$ cat src/rtl/pipeline_sequencer_pkg.sv
// Shared types for the pipeline sequencer: sequencer states, register-write
// sources and the saturating event counter helper.
package pipeline_sequencer_pkg;

   typedef enum logic [1:0] {
      StRun,
      StMemWait,
      StRedirect
   } seq_state_t;

   typedef enum logic [1:0] {
      REG_WRITE_FROM_ALU,
      REG_WRITE_FROM_MEM,
      REG_WRITE_FROM_PC
   } reg_write_src_t;

   localparam int unsigned CountWidth = 16;
   localparam logic [CountWidth-1:0] CountMax = 16'hFFFF;

   function automatic logic [CountWidth-1:0] sat_inc(input logic [CountWidth-1:0] c);
      return (c == CountMax) ? c : c + 16'd1;
   endfunction

endpackage

$ cat src/rtl/pipeline_sequencer_hazard_detect.sv
// Load-use hazard detection between the decode-stage sources and a load
// sitting in the compute stage.
module hazard_detect (
   input  logic       valid_decode_i,
   input  logic       valid_compute_i,
   input  logic       x_rd_enable_i,
   input  logic [4:0] x_rd_i,
   input  logic       x_rd_from_mem_i,
   input  logic [4:0] d_rs1_i,
   input  logic [4:0] d_rs2_i,
   input  logic       d_rs1_used_i,
   input  logic       d_rs2_used_i,
   output logic       hazard_o
);

   logic rs_match;

   always_comb begin
      rs_match = (d_rs1_used_i && (d_rs1_i == x_rd_i)) ||
                 (d_rs2_used_i && (d_rs2_i == x_rd_i));
      // x0 is hardwired, so a load targeting it never produces a dependency.
      hazard_o = valid_decode_i && valid_compute_i && x_rd_enable_i && x_rd_from_mem_i &&
                 (x_rd_i != 5'd0) && rs_match;
   end

endmodule

$ cat src/rtl/pipeline_sequencer.sv
// Five-stage pipeline sequencer: per-stage enables, valid tracking, memory
// freeze, jump redirect/flush and load-use stall, with saturating counters.
module pipeline_sequencer
   import pipeline_sequencer_pkg::*;
(
   input  logic        clock,
   input  logic        reset,
   input  logic        imem_valid,
   input  logic        dmem_busy,
   input  logic [4:0]  d_rs1,
   input  logic [4:0]  d_rs2,
   input  logic        d_rs1_used,
   input  logic        d_rs2_used,
   input  logic        x_rd_enable,
   input  logic [4:0]  x_rd,
   input  logic        x_rd_from_mem,
   input  logic        x_jump_enable,
   output logic        en_fetch,
   output logic        en_decode,
   output logic        en_compute,
   output logic        en_mem,
   output logic        en_wb,
   output logic        valid_decode,
   output logic        valid_compute,
   output logic        valid_mem,
   output logic        valid_wb,
   output logic        pc_redirect,
   output logic [15:0] stall_count,
   output logic [15:0] flush_count
);

   seq_state_t  state_q, state_d;
   logic        squash_q, squash_d;
   logic        valid_decode_q, valid_decode_d;
   logic        valid_compute_q, valid_compute_d;
   logic        valid_mem_q, valid_mem_d;
   logic        valid_wb_q, valid_wb_d;
   logic [15:0] stall_q, stall_d;
   logic [15:0] flush_q, flush_d;
   logic        hazard, freeze, jump;

   hazard_detect u_hazard_detect (
      .valid_decode_i  (valid_decode_q),
      .valid_compute_i (valid_compute_q),
      .x_rd_enable_i   (x_rd_enable),
      .x_rd_i          (x_rd),
      .x_rd_from_mem_i (x_rd_from_mem),
      .d_rs1_i         (d_rs1),
      .d_rs2_i         (d_rs2),
      .d_rs1_used_i    (d_rs1_used),
      .d_rs2_used_i    (d_rs2_used),
      .hazard_o        (hazard)
   );

   assign freeze = valid_mem_q && dmem_busy;
   assign jump   = valid_compute_q && x_jump_enable && !freeze;

   always_comb begin
      state_d         = StRun;
      squash_d        = squash_q;
      valid_decode_d  = valid_decode_q;
      valid_compute_d = valid_compute_q;
      valid_mem_d     = valid_mem_q;
      valid_wb_d      = valid_wb_q;
      stall_d         = stall_q;
      flush_d         = flush_q;
      en_fetch        = 1'b1;
      en_decode       = 1'b1;
      en_compute      = 1'b1;
      en_mem          = 1'b1;
      en_wb           = 1'b1;
      pc_redirect     = 1'b0;

      if (reset) begin
         // Enables stay high so every stage register sees its own reset.
         squash_d        = 1'b0;
         valid_decode_d  = 1'b0;
         valid_compute_d = 1'b0;
         valid_mem_d     = 1'b0;
         valid_wb_d      = 1'b0;
         stall_d         = '0;
         flush_d         = '0;
      end else if (freeze) begin
         en_fetch   = 1'b0;
         en_decode  = 1'b0;
         en_compute = 1'b0;
         en_mem     = 1'b0;
         en_wb      = 1'b0;
         state_d    = StMemWait;
         stall_d    = sat_inc(stall_q);
      end else if (jump) begin
         pc_redirect     = 1'b1;
         valid_decode_d  = 1'b0;
         valid_compute_d = 1'b0;
         valid_mem_d     = valid_compute_q;
         valid_wb_d      = valid_mem_q;
         squash_d        = 1'b1;
         state_d         = StRedirect;
         flush_d         = sat_inc(flush_q);
      end else if (hazard) begin
         en_fetch        = 1'b0;
         en_decode       = 1'b0;
         valid_compute_d = 1'b0;
         valid_mem_d     = valid_compute_q;
         valid_wb_d      = valid_mem_q;
         stall_d         = sat_inc(stall_q);
      end else begin
         // The squash survives a freeze so the wrong-path fetch is still dropped.
         en_fetch        = imem_valid;
         valid_decode_d  = squash_q ? 1'b0 : imem_valid;
         valid_compute_d = valid_decode_q;
         valid_mem_d     = valid_compute_q;
         valid_wb_d      = valid_mem_q;
         squash_d        = 1'b0;
      end
   end

   always_ff @(posedge clock) begin
      state_q         <= state_d;
      squash_q        <= squash_d;
      valid_decode_q  <= valid_decode_d;
      valid_compute_q <= valid_compute_d;
      valid_mem_q     <= valid_mem_d;
      valid_wb_q      <= valid_wb_d;
      stall_q         <= stall_d;
      flush_q         <= flush_d;
   end

   assign valid_decode  = valid_decode_q;
   assign valid_compute = valid_compute_q;
   assign valid_mem     = valid_mem_q;
   assign valid_wb      = valid_wb_q;
   assign stall_count   = stall_q;
   assign flush_count   = flush_q;

endmodule

$ cat config.mk
export PLATFORM = sky130hd
export DESIGN_NAME = pipeline_sequencer
export DESIGN_NICKNAME = d
export VERILOG_FILES = /design/src/rtl/pipeline_sequencer_pkg.sv /design/src/rtl/pipeline_sequencer_hazard_detect.sv /design/src/rtl/pipeline_sequencer.sv
export SDC_FILE = /design/constraint.sdc
export NUM_CORES = 1
export LEC_CHECK = 0
export CAP_MARGIN = 20
export CORE_ASPECT_RATIO = 1.75
export CORE_UTILIZATION = 45
export DETAILED_ROUTE_END_ITERATION = 7
export PLACE_DENSITY = 0.8
export SLEW_MARGIN = 15
export SYNTH_ARGS = -nofsm -noshare
export SYNTH_HDL_FRONTEND = slang
export SYNTH_SLANG_ARGS = --single-unit
export TNS_END_PERCENT = 10
$ cat constraint.sdc
create_clock -name clock -period 2.2 [get_ports clock]
set_input_delay 0.44 -clock clock [delete_from_list [all_inputs] [get_ports clock]]
set_output_delay 0.44 -clock clock [all_outputs]
set_load 0.05 [all_outputs]
=== Yosys cells after proc, flatten, opt, wreduce, memory -nomap -nowiden ===
Cells that the tools add are included.

* Add/subtract/negate cells: 2
* Equal/unequal tests: 6
* Mux-type cells: 24
* Bitwise gates (word level): 2
* Reductions and logical operators: 17

{| class="wikitable"
|+ Operators with widths
! kind !! count
|-
| 16-bit 2-to-1 mux || 4
|-
| 16-bit by 1-bit adder with 16-bit output (second input constant) || 2
|-
| 16-bit == test (second input constant) || 2
|-
| 1-bit 2-to-1 mux || 20
|-
| 5-bit == test || 2
|-
| 1-bit logical AND || 10
|-
| 5-bit nonzero test || 1
|-
| 2-bit AND reduction || 2
|-
| 3-bit AND reduction || 1
|-
| 2-bit by 1-bit inequality test with 1-bit output (second input constant) || 1
|-
| 2-bit inequality test (second input constant) || 1
|-
| 1-bit NOT || 2
|-
| 2-bit nonzero test || 1
|-
| 1-bit zero test || 1
|-
| 1-bit logical OR || 1
|}

* Bits in registers: 37
* Bits of input ports: 24
* Output and inout port bits: 42
* Logic and storage cells: 58

=== Logic depth before layout (Yosys ltp) ===
Gate-level depths: netlist (run 1).

* Depth in word-level cells: 9
* Depth in mapped cells: 9
* Depth with buffers taken out: 7

=== Hierarchy ===
Synthesis (run 1) repeated with hierarchy kept, for this count alone.

* Cells, all modules: 251
* Area total of the unflattened synthesis: 2113.3 um^2

{| class="wikitable"
|+ Modules (own cells, without submodules)
! module !! times used !! cells each !! area an instance (um^2) !! seq. area each (um^2)
|-
| pipeline_sequencer || 1 || 233 || 1973.1 || 740.7
|-
| hazard_detect || 1 || 18 || 140.1 || 0.0
|}

=== Worst setup path before layout (run 1) ===
No wires, ideal clock.

* Kind: input-to-output
* Start: input x_rd[1]
* End: output en_fetch
* Data arrival time: 1.865 ns
* Data required time: 1.760 ns
* Path slack: -0.105 ns
* Stages: 5
* Path buffers: 0
* Cells stage by stage: or4_1 -> o21ai_2 -> inv_1 -> a21oi_1 -> a211o_1

* Word-level cells in the longest chain between the ends: 8
* Elaborated cells on any way between the ends: 12
* Those cells by class: 2 x eq/ne; 4 x mux; 6 x reduce/logical

{| class="wikitable"
|+ RTL lines
! element !! RTL line !! source
|-
| start, declared || pipeline_sequencer.sv:15 || <nowiki>input logic [4:0] x_rd,</nowiki>
|-
| 5-bit == test (on tied branches) || pipeline_sequencer_hazard_detect.sv:19, pipeline_sequencer_hazard_detect.sv:20 ||
|-
| 1-bit logical AND (on tied branches) || pipeline_sequencer_hazard_detect.sv:19, pipeline_sequencer_hazard_detect.sv:20 ||
|-
| 1-bit logical OR || pipeline_sequencer_hazard_detect.sv:19 || <nowiki>rs_match = (d_rs1_used_i && (d_rs1_i == x_rd_i)) ||</nowiki>
|-
| 1-bit logical AND * || pipeline_sequencer_hazard_detect.sv:23 || <nowiki>(x_rd_i != 5'd0) && rs_match;</nowiki>
|-
| 1-bit 2-to-1 mux * || pipeline_sequencer.sv:100 || <nowiki>end else if (hazard) begin</nowiki>
|-
| 1-bit 2-to-1 mux * || pipeline_sequencer.sv:91 || <nowiki>end else if (jump) begin</nowiki>
|-
| 1-bit 2-to-1 mux * || pipeline_sequencer.sv:83 || <nowiki>end else if (freeze) begin</nowiki>
|-
| 1-bit 2-to-1 mux * || pipeline_sequencer.sv:74 || <nowiki>if (reset) begin</nowiki>
|-
| end, declared || pipeline_sequencer.sv:18 || <nowiki>output logic en_fetch,</nowiki>
|}

Every way passes the cells marked *; elsewhere a longest branch is shown, timed or not.

=== Final worst setup path (run 1) ===
* Start: input x_rd[4]
* End: output en_fetch

Same word-level chain as after synthesis.

==> out/qor.txt, run 1 <==
Sw Ratio: 22.2%
Remaining Overflow, GRT: 0
Hold depth: 2
Sequential-to-total area share from yosys stat: 39.9%
Die height: 86.9 um
Worst slew pin tran: 0.530 ns
Initial antenna violation count: 0
Core box area: 0.00390 mm2
CP Data Required Time: 1.76 ns
Pint: 0.00121 W
Cells after synthesis: 220
Slew Viols, Final: 0
WHS: 0.478 ns
Worst flop-to-flop path startpoint: valid_decode$_SDFFE_PP0P_
Final wirelength: 4980 um
Critical Path Slowest Stage Cell: or4_4
# rows: 30
Combinational power share: 10.3%
Mapped cell area: 0.00186 mm2
Worst Hold Class: register to register
Minimum clock period after layout: 2.25 ns
Max cap viols: 0
Final setup viols: 2
Vias in the first global route: 1883
CP endpoint kind: output port
Layout area overhead: 55.2%
Top-area cell type share of the netlist area: 39.9%
Clock tree root buffer cell: clkbuf_8
Max incr delay on CP: 0.53 ns
Maximum vdd drop: 562 uV
Seq cells post-synth: 37
Share of cells above drive strength 1: 17.2%
FMAX: 0.444 GHz
Cts-stage hold buffer count: 0
Largest net degree at the start of global routing: 25
Fin worst setup slack: -0.0526 ns
Lkg Pwr: 1.07 nW
Routed length per instance: 14.2 um
Startpoint Class: input port
# fillers: 319
R2R cell count: 7
Worst skew pair latency: 0.30 ns
Yosys warns: 0
Final nets: 328
RePlAce Congestion: 0.816
# DRC: 0
Vias post-DR: 1905
Total placed cells including tap cells: 341
Final hold violations: 0
Clock sinks: 37
Worst hold path startpoint: squash_q$_SDFFE_PP0P_
Gr usage total: 24.5%
Clock Power Share: 46.1%
Initial Util: 47.5%
Via/cell ratio: 5.43
ANT nets after route: 0
Crit path DAT: 1.81 ns
Worst Path Max Fanout: 4
Yosys top cell by area: dfxtp_1
Largest cells by area after synthesis: dfxtp_1 40%, xnor2_1 6.1%, xor2_1 6.1%, nor2_1 5.3%, a21oi_1 4.6%
Commonest non-fill, non-tap cell in the layout: clkdlybuf4s50_1
CP Class: input port to output port
Die area: 0.00439 mm2
Final worst path period share: 102%
Net Switching: 0.000346 W
PortBufs: 65
Footprint of the multi-input gates: 0.00106 mm2
Final Non-Filler Cells: 351
Clock skew: 0.00993 ns
Failing checks: negative setup slack
CP Launch Point: x_rd[4]
RSZ-0062 raised after global routing: true
Post-synth EDFFs: 0
Ys async rst share: 0%
Max-slew headroom: 64.6%
Ys flop type: dfxtp_1
Power Total: 0.00156 W
Initial DRC count: 14
Cell Pwr Density: 541 mW/mm2
Dpl ws: -0.539 ns
Outcome: complete, but fails checks
First-pass GRT wire length: 8210 um
CP Cell Sequence: buf_8, or4_4, o21ai_2, inv_1, a21oi_2, a211o_2, buf_12
Antenna diodes: 0
Syn Nets: 246
Register share of total power: 43.6%
Clock Path Buffers: 2
DP Wirelength: 3730 um
Die Width: 50.5 um
Count of different cell masters after synthesis: 38
Commonest non-fill, non-tap cells in the layout: 40 x clkdlybuf4s50_1, 37 x dfxtp_1, 26 x nor2_1
Layout Utilization: 73.8%
Clock buffer count from CTS: 5
TritonCTS clock tree: done
Htree depth: 2
Register area: 741 um2
Syn avg cell area: 8.43 um2
CTS clk-pin slew, worst paths: 0.08 ns
Ports: 66
First-pass DRT Iterations: 4
## cell type report
class	count	share of cell area, %
multi-input cells	169	36.8
repair buffers	85	30.1
flip-flops and latches	37	25.7
clock buffers	5	2.39
clock inverters	3	2.39
well taps	48	2.09
inverters	4	0.522
## metal layers
layer	track usage, %	share of wire, %
met1	23.4	37
met2	48.4	57
met3	5.06	3.5
met4	10.4	2.3
met5	0	0
## worst max-delay path: cells and delay by family
kind,cells,cell delay (ns)
buffers and inverters,3,0.29
AOI/OAI and AO/OA,3,0.55
and+or+nand+nor,1,0.53
## stage by stage
step | setup TNS [ns] | instance area, um2
after global placement | -6.08 | 2710
final | -0.0871 | 2880
after CTS | -0.0832 | 2870
after floorplan | -0.114 | 1860
after global routing | -0.174 | 2880
after detailed placement | -6.66 | 2710
## cells by family after synthesis
kind of cell    synth area share [%]
flops                           39.9
mux                             1.62
buf+inv                         4.58
simple gates                    28.9
fa+ha+maj                       1.35
xor+xnor                        12.3
compound gates                  11.4
## registers in the layout, summed over array words and instances, names as in the netlist
name           flops
valid_compute      1
flush_count       16
squash_q           1
stall_count       16
valid_wb           1
valid_decode       1
valid_mem          1
## power groups by stage
stage	Sequential (W)	Clock, W	Combinational (W)
2_1_floorplan	0.000709	0	0.0000581
3_3_place_gp	0.000694	0	0.000158
3_5_place_dp	0.000695	0	0.000160
4_1_cts	0.000679	0.000730	0.000158
5_1_grt	0.000680	0.000757	0.000170
6_report	0.000679	0.000719	0.000160
## path summary, 6_finish.rpt
check,endpoint,slack [ns]
max,en_fetch,-0.05
max reg2reg,stall_count[14]$_SDFFE_PP0P_,0.14
min,squash_q$_SDFFE_PP0P_,0.48
min reg2reg,squash_q$_SDFFE_PP0P_,0.48
## repair_timing
item | CTS | global route
setup endpoints to repair | 18 | 3
buffers inserted | 2 | 0
pin swaps | 18 | 8
resized for setup | 49 | 3
cloned | 0 | 0
## cells in the mapped netlist, types with 2 or more instances
cell type	instances
dfxtp_1	37
nor2_1	26
a21oi_1	17
nand2_1	15
nand4_1	13
or3_1	13
xnor2_1	13
xor2_1	13
o21ai_0	11
nand3_1	7
and3_1	5
clkbuf_1	5
inv_1	4
and2_1	3
mux2i_1	3
nor3_1	3
o31ai_1	3
or4_1	3
and4_1	2
buf_4	2
ha_1	2
nand2b_1	2
nor2b_1	2
nor3b_1	2
No activity file was read; power rests on OpenSTA's default activity.
==> inputs of run 2 (changes only) <==
--- a/config.mk
+++ b/config.mk
@@ -7,11 +7,12 @@
 export LEC_CHECK = 0
 export CAP_MARGIN = 20
 export CORE_ASPECT_RATIO = 1.75
-export CORE_UTILIZATION = 45
+export CORE_UTILIZATION = 47
 export DETAILED_ROUTE_END_ITERATION = 7
-export PLACE_DENSITY = 0.8
+export PLACE_DENSITY = 0.81
 export SLEW_MARGIN = 15
 export SYNTH_ARGS = -nofsm -noshare
 export SYNTH_HDL_FRONTEND = slang
+export SYNTH_HIERARCHICAL = 1
 export SYNTH_SLANG_ARGS = --single-unit
 export TNS_END_PERCENT = 10
==> run 2 against run 1 <==
Against the previous run: the run still ends with negative setup slack left; sequential share of layout area shrank 3.2 points; clock power decreased by 35%; non-clock buffer count is 13 higher; critical path type unchanged; critical endpoint is now en_decode; largest cell class unchanged; largest power group is now registers; highest routed layer unchanged.
==> out/qor.txt, run 2 <==
Crit path DAT: 2.11 ns (+0.30 ns)
First-pass GRT wire length: 9920 um (+21%)
Cell Pwr Density: 402 mW/mm2 (-26%)
Power Total: 0.00132 W (-15%)
Commonest non-fill, non-tap cells in the layout: 44 x clkdlybuf4s50_1, 37 x dfxtp_1, 31 x buf_4
Largest cells by area after synthesis: dfxtp_1 35%, a21oi_1 5.4%, mux2_1 5.3%, or4_1 5.0%, o31ai_1 4.6%
Worst skew pair latency: 0.29 ns (about the same)
Most common cell in the netlist: dfxtp_1
Synth cell count leaders: 37 x dfxtp_1, 23 x a21oi_1, 20 x nor2_1
Ports: 66 (unchanged)
Core box area: 0.00423 mm2 (+8.3%)
Remaining Overflow, GRT: 0 (unchanged)
Clock Path Buffers: 2 (unchanged)
Yosys warns: 6 (+6)
First-pass DRT Iterations: 4 (unchanged)
Sequential-to-total area share from yosys stat: 35.1% (-4.9 points)
CP delay by family, top: simple AND/OR/NAND/NOR gates
Final hold violations: 0 (unchanged)
Final setup viols: 19 (+17)
CP Class: input port to output port
Ys async rst share: 0% (unchanged)
Outcome: complete, but fails checks
Syn Nets: 277 (+13%)
Ys flop type: dfxtp_1
CP Data Required Time: 1.76 ns (about the same)
ANT nets after route: 0 (unchanged)
Worst Hold Class: register to register
Cts-stage hold buffer count: 0 (unchanged)
Slew Viols, Final: 0 (unchanged)
Minimum clock period after layout: 2.55 ns (+0.295 ns)
Combinational power share: 13.6% (+3.3 points)
Largest net degree at the start of global routing: 23 (-8.0%)
Routed length per instance: 16.0 um (+13%)
Worst flop-to-flop path startpoint: valid_decode$_SDFFE_PP0P_
Die height: 90.7 um (+4.3%)
Clock tree root buffer cell: clkbuf_8
RePlAce Congestion: 0.791 (-3.1%)
DP Wirelength: 4460 um (+20%)
Final nets: 369 (+13%)
Clock skew: 0.00329 ns (-0.00664 ns)
Mapped cell area: 0.00211 mm2 (+14%)
CTS clk-pin slew, worst paths: 0.07 ns (about the same)
CP endpoint kind: output port
FMAX: 0.392 GHz (-12%)
RSZ-0062 raised after global routing: true
Buf+Inv Stages, Crit Path: 2 (-1)
Most common cell on crit path: buf_8
Top-area cell type share of the netlist area: 35.1% (-4.9 points)
Lkg Pwr: 1.15 nW (+7.3%)
Via/cell ratio: 6.04 (+11%)
CP Launch Point: x_rd[1]
CP Cell Sequence: buf_8, xor2_2, nor4_2, nand3_1, a221oi_4, nor2_2, or3_4, buf_8
Initial DRC count: 67 (+53)
Cells after synthesis: 251 (+14%)
Net Switching: 0.000342 W (-1.2%)
Share of cells above drive strength 1: 27.3% (+10 points)
Htree depth: 2 (unchanged)
TritonCTS clock tree: done
Critical Path Slowest Stage Cell: or3_4
Pint: 0.000979 W (-19%)
Layout area overhead: 55.4%
Initial antenna violation count: 0 (unchanged)
Max cap viols: 0 (unchanged)
Die Width: 52.7 um (+4.3%)
Gr usage total: 27.1% (+2.6 points)
Clock buffer count from CTS: 5 (unchanged)
Seq cells post-synth: 37 (unchanged)
Post-synth EDFFs: 0 (unchanged)
Die area: 0.00478 mm2 (+8.8%)
Final worst path period share: 116% (+13 points)
Max incr delay on CP: 0.34 ns (-0.19 ns)
Worst Path Max Fanout: 3 (-1)
Vias post-DR: 2372 (+25%)
Clock Power Share: 35.1% (-11 points)
Worst slew pin tran: 0.543 ns (+0.0131 ns)
WHS: 0.507 ns (+0.0296 ns)
Syn avg cell area: 8.42 um2 (-0.18%)
Yosys top cell by area: dfxtp_1
Max-slew headroom: 63.6% (-0.96 points)
Antenna diodes: 0 (unchanged)
Final wirelength: 6300 um (+27%)
Worst hold path startpoint: flush_count[5]$_SDFFE_PP0P_
Maximum vdd drop: 491 uV (-13%)
# rows: 31 (+3.3%)
# DRC: 0 (unchanged)
Startpoint Class: input port
Clock sinks: 37 (unchanged)
Sw Ratio: 25.9% (+3.7 points)
Failing checks: negative setup slack
PortBufs: 65 (unchanged)
Count of different cell masters after synthesis: 47 (+24%)
Fin worst setup slack: -0.348 ns (-0.295 ns)
Register share of total power: 51.3% (+7.7 points)
Initial Util: 50.0% (+2.5 points)
Commonest non-fill, non-tap cell in the layout: clkdlybuf4s50_1
Vias in the first global route: 2242 (+19%)
run 2: cell count changes in the layout (fill, tap and decap cells not counted), moves of 5 or more:
| cell | delta |
|---|---|
| mux2_1 | +9 |
| buf_6 | +5 |
| xnor2_1 | -10 |
| o31ai_1 | +8 |
| buf_4 | +12 |
| or3_1 | -7 |
| nor2b_1 | +9 |
| or4_1 | +9 |
| xor2_1 | -6 |
| nor2_1 | -8 |
run 2: stage by stage:
step	utilization (%)	std cells	TNS, ns	cell area [um2]	setup WS (ns)
after floorplan	-	251	-1.70	2110	-0.222
after global placement	71.5	382	-14.37	3020	-0.902
after detailed placement	71.5	382	-15.56	3020	-0.920
after CTS	75.6	392	-2.95	3200	-0.331
after global routing	77.7	393	-5.73	3280	-0.458
final	77.7	393	-4.23	3280	-0.348
run 2: layout make-up:
class	instances	area (um2)
clock inverters	2	10.0
well taps	49	61.3
flip-flops and latches	37	741
fillers	299	943
multi-input cells	197	1460
clock buffers	6	72.6
inverters	4	15.0
repair buffers	98	923
run 2: worst min-delay path: stages, from the launching register on:
cell and delay (ns):
dfxtp_1 0.33, o31ai_1 0.07, a21oi_1 0.06
run 2: routing by layer:
metal | part of all wire, % | wire length [um] | global-route usage, % | vias to the layer above
met2 | 59 | 3690 | 51.2 | 59
met3 | 2.8 | 177 | 5.22 | 8
met4 | 1.8 | 114 | 10.3 | 0
li1 | - | - | - | 1132
met5 | 0 | 0 | 0 | -
met1 | 37 | 2320 | 27.2 | 1173
run 2: logic make-up (layout without fill, tap and decap cells):
| kind of cell | count (synthesis) | count (layout) | synth area share (%) |
|---|---|---|---|
| and+or+nand+nor | 116 | 116 | 32.3 |
| AOI/OAI and AO/OA | 57 | 57 | 17.4 |
| DFF | 37 | 37 | 35.1 |
| buffers and inverters | 17 | 110 | 3.61 |
| muxes | 12 | 12 | 6.34 |
| xor gates and xnor gates | 10 | 10 | 4.14 |
| adders and majority gates | 2 | 2 | 1.18 |
run 2: final timing paths:
kind                                        to  slack [ns]  cells after the start
setup / recovery                     en_decode       -0.35                      8
hold / removal     flush_count[5]$_SDFFE_PP0P_        0.51                      2
setup reg to reg  stall_count[15]$_SDFFE_PP0P_        0.06                      9
hold reg to reg    flush_count[5]$_SDFFE_PP0P_        0.51                      2
run 2: power groups by stage:
| stage | logic (W) | registers (W) | clock network [W] |
|---|---|---|---|
| 2_1_floorplan | 0.0000550 | 0.000710 | 0 |
| 3_3_place_gp | 0.000167 | 0.000693 | 0 |
| 4_1_cts | 0.000168 | 0.000678 | 0.000468 |
| 3_5_place_dp | 0.000170 | 0.000694 | 0 |
| 6_report | 0.000179 | 0.000678 | 0.000464 |
| 5_1_grt | 0.000192 | 0.000679 | 0.000506 |
run 2: what timing repair did:
action	in CTS	in global routing
gates resized for setup	66	23
setup endpoints to repair	18	19
setup buffers	2	1
pin swaps	20	14
==> inputs of run 3 (changes only) <==
--- a/config.mk
+++ b/config.mk
@@ -9,7 +9,7 @@
 export CORE_ASPECT_RATIO = 1.75
 export CORE_UTILIZATION = 47
 export DETAILED_ROUTE_END_ITERATION = 7
-export PLACE_DENSITY = 0.81
+export PLACE_DENSITY_LB_ADDON = 0.12
 export SLEW_MARGIN = 15
 export SYNTH_ARGS = -nofsm -noshare
 export SYNTH_HDL_FRONTEND = slang
==> run 3 against run 2 <==
Against the previous run: sequential cell count stayed put; clock skew increased by 0.0038 ns; cell count fell by 3.1%; worst setup slack gained 0.054 ns; the run still ends with negative setup slack left.
==> out/qor.txt, run 3 (synthesized netlist as in run 2, its figures left out) <==
Cts-stage hold buffer count: 0 (unchanged)
Ports: 66 (unchanged)
Total placed cells including tap cells: 372 (-2.6%)
Failing checks: negative setup slack
Final worst path period share: 113% (-2.5 points)
RSZ-0062 raised after global routing: true
Final setup viols: 14 (-5)
Slew Viols, Final: 0 (unchanged)
Remaining Overflow, GRT: 0 (unchanged)
CP endpoint kind: output port
Final hold violations: 0 (unchanged)
Final Non-Filler Cells: 381 (-3.1%)
First-pass GRT wire length: 9580 um (-3.4%)
Via/cell ratio: 5.83 (-3.4%)
Clock tree root buffer cell: clkbuf_8
Clock buffer count from CTS: 5 (unchanged)
Die area: 0.00478 mm2 (unchanged)
Area post-placement: 0.00295 mm2 (-2.5%)
Vias post-DR: 2221 (-6.4%)
Max-slew headroom: 63.4% (-0.20 points)
FMAX: 0.401 GHz (+2.2%)
Die Width: 52.7 um (unchanged)
TritonCTS clock tree: done
Initial DRC count: 72 (+7.5%)
Worst Hold Class: register to register
Fin worst setup slack: -0.294 ns (+0.0543 ns)
Crit path DAT: 2.05 ns (-0.06 ns)
R2R cell count: 6 (-3)
Clock skew: 0.00708 ns (+0.00379 ns)
Antenna diodes: 0 (unchanged)
First-pass DRT Iterations: 4 (unchanged)
CP Data Required Time: 1.76 ns (about the same)
Outcome: complete, but fails checks
CP Class: input port to output port
Cell Pwr Density: 465 mW/mm2 (+16%)
Htree depth: 2 (unchanged)
Worst skew pair latency: 0.30 ns (about the same)
Commonest non-fill, non-tap cells in the layout: 43 x clkdlybuf4s50_1, 37 x dfxtp_1, 22 x a21oi_1
Largest net degree at the start of global routing: 41 (+78%)
Die height: 90.7 um (unchanged)
Final Cell Area: 0.00314 mm2 (-4.3%)
Clock Path Buffers: 2 (unchanged)
Clock sinks: 37 (unchanged)
Startpoint Class: input port
Final nets: 357 (-3.3%)
RePlAce Congestion: 0.776 (-1.9%)
Initial Util: 50.0% (unchanged)
Commonest non-fill, non-tap cell in the layout: clkdlybuf4s50_1
Gr usage total: 26.4% (-0.72 points)
Initial antenna violation count: 0 (unchanged)
Layout area overhead: 48.7%
Worst slew pin tran: 0.546 ns (+0.00303 ns)
PortBufs: 65 (unchanged)
Routed length per instance: 15.5 um (-3.2%)
ANT nets after route: 0 (unchanged)
Final wirelength: 5920 um (-6.1%)
# rows: 31 (unchanged)
DP Wirelength: 4410 um (-1.1%)
Maximum vdd drop: 481 uV (-1.9%)
# DRC: 0 (unchanged)
Share of cells above drive strength 1: 22.3% (-5.0 points)
Worst Path Max Fanout: 5 (+2)
Vias in the first global route: 2142 (-4.5%)
Max cap viols: 0 (unchanged)
CTS clk-pin slew, worst paths: 0.07 ns (about the same)
Minimum clock period after layout: 2.49 ns (-0.0543 ns)
Lkg Pwr: 1.11 nW (-3.5%)
Hold depth: 2 (unchanged)
Core box area: 0.00423 mm2 (unchanged)
## run 3: changes by cell type in the layout (fill, tap and decap cells not counted), moves of 3 or more
cell     change
a21oi_2      -3
a21oi_1      +3
or4_1        +3
buf_4       -10
or4_4        -3
## run 3: where the power goes
| part | internal, W | switching (W) |
|---|---|---|
| combinational | 0.0000755 | 0.0000873 |
| sequential | 0.000674 | 0.00000390 |
| clock | 0.000370 | 0.000252 |
## run 3: worst paths after layout
path	startpoint	endpoint	slack (ns)
max	d_rs1[2]	en_decode	-0.29
min	squash_q$_SDFFE_PP0P_	squash_q$_SDFFE_PP0P_	0.49
max reg2reg	valid_decode$_SDFFE_PP0P_	stall_count[13]$_SDFFE_PP0P_	0.20
min reg2reg	squash_q$_SDFFE_PP0P_	squash_q$_SDFFE_PP0P_	0.49
## run 3: per-stage QoR
stage               worst slack [ns]  power, W  hold WS [ns]  setup TNS [ns]  util (%)
finish                        -0.294   0.00146         0.486           -1.51      74.3
global route                  -0.377   0.00151         0.514           -3.85      74.3
CTS                           -0.352   0.00147         0.482           -1.84      74.3
detailed placement            -0.932  0.000854         0.472          -16.24      69.8
global placement              -0.843  0.000852         0.458          -14.38      69.8
floorplan                     -0.222  0.000765         0.448           -1.70         -
## run 3: cell type report
class                   count  area (um2)
clock buffers               7        86.3
multi-input cells         197        1390
fillers                   336        1090
repair buffers             86         822
flip-flops and latches     37         741
inverters                   4        15.0
clock inverters             1        30.0
well taps                  49        61.3
## run 3: repair_timing
item | 4_1_cts | 5_1_grt
pin swaps | 16 | 7
resized for setup | 65 | 9
setup endpoints to repair | 19 | 22
hold endpoints to repair | 0 | 0
setup buffers | 1 | 0
## run 3: worst max-delay path, cell delays in order
cell	delay, ns
buf_6	0.09
xor2_1	0.16
nor4_2	0.32
nand3_2	0.13
a221oi_4	0.32
nor2_2	0.09
or3_4	0.34
buf_8	0.16
## run 3: metal layers
layer	GRT usage (%)	wire length, um	vias to the layer above
met4	11.8	158	0
li1	-	-	1110
met5	0	0	-
met1	25.6	2160	1045
met2	49.8	3410	51
met3	5.05	180	15
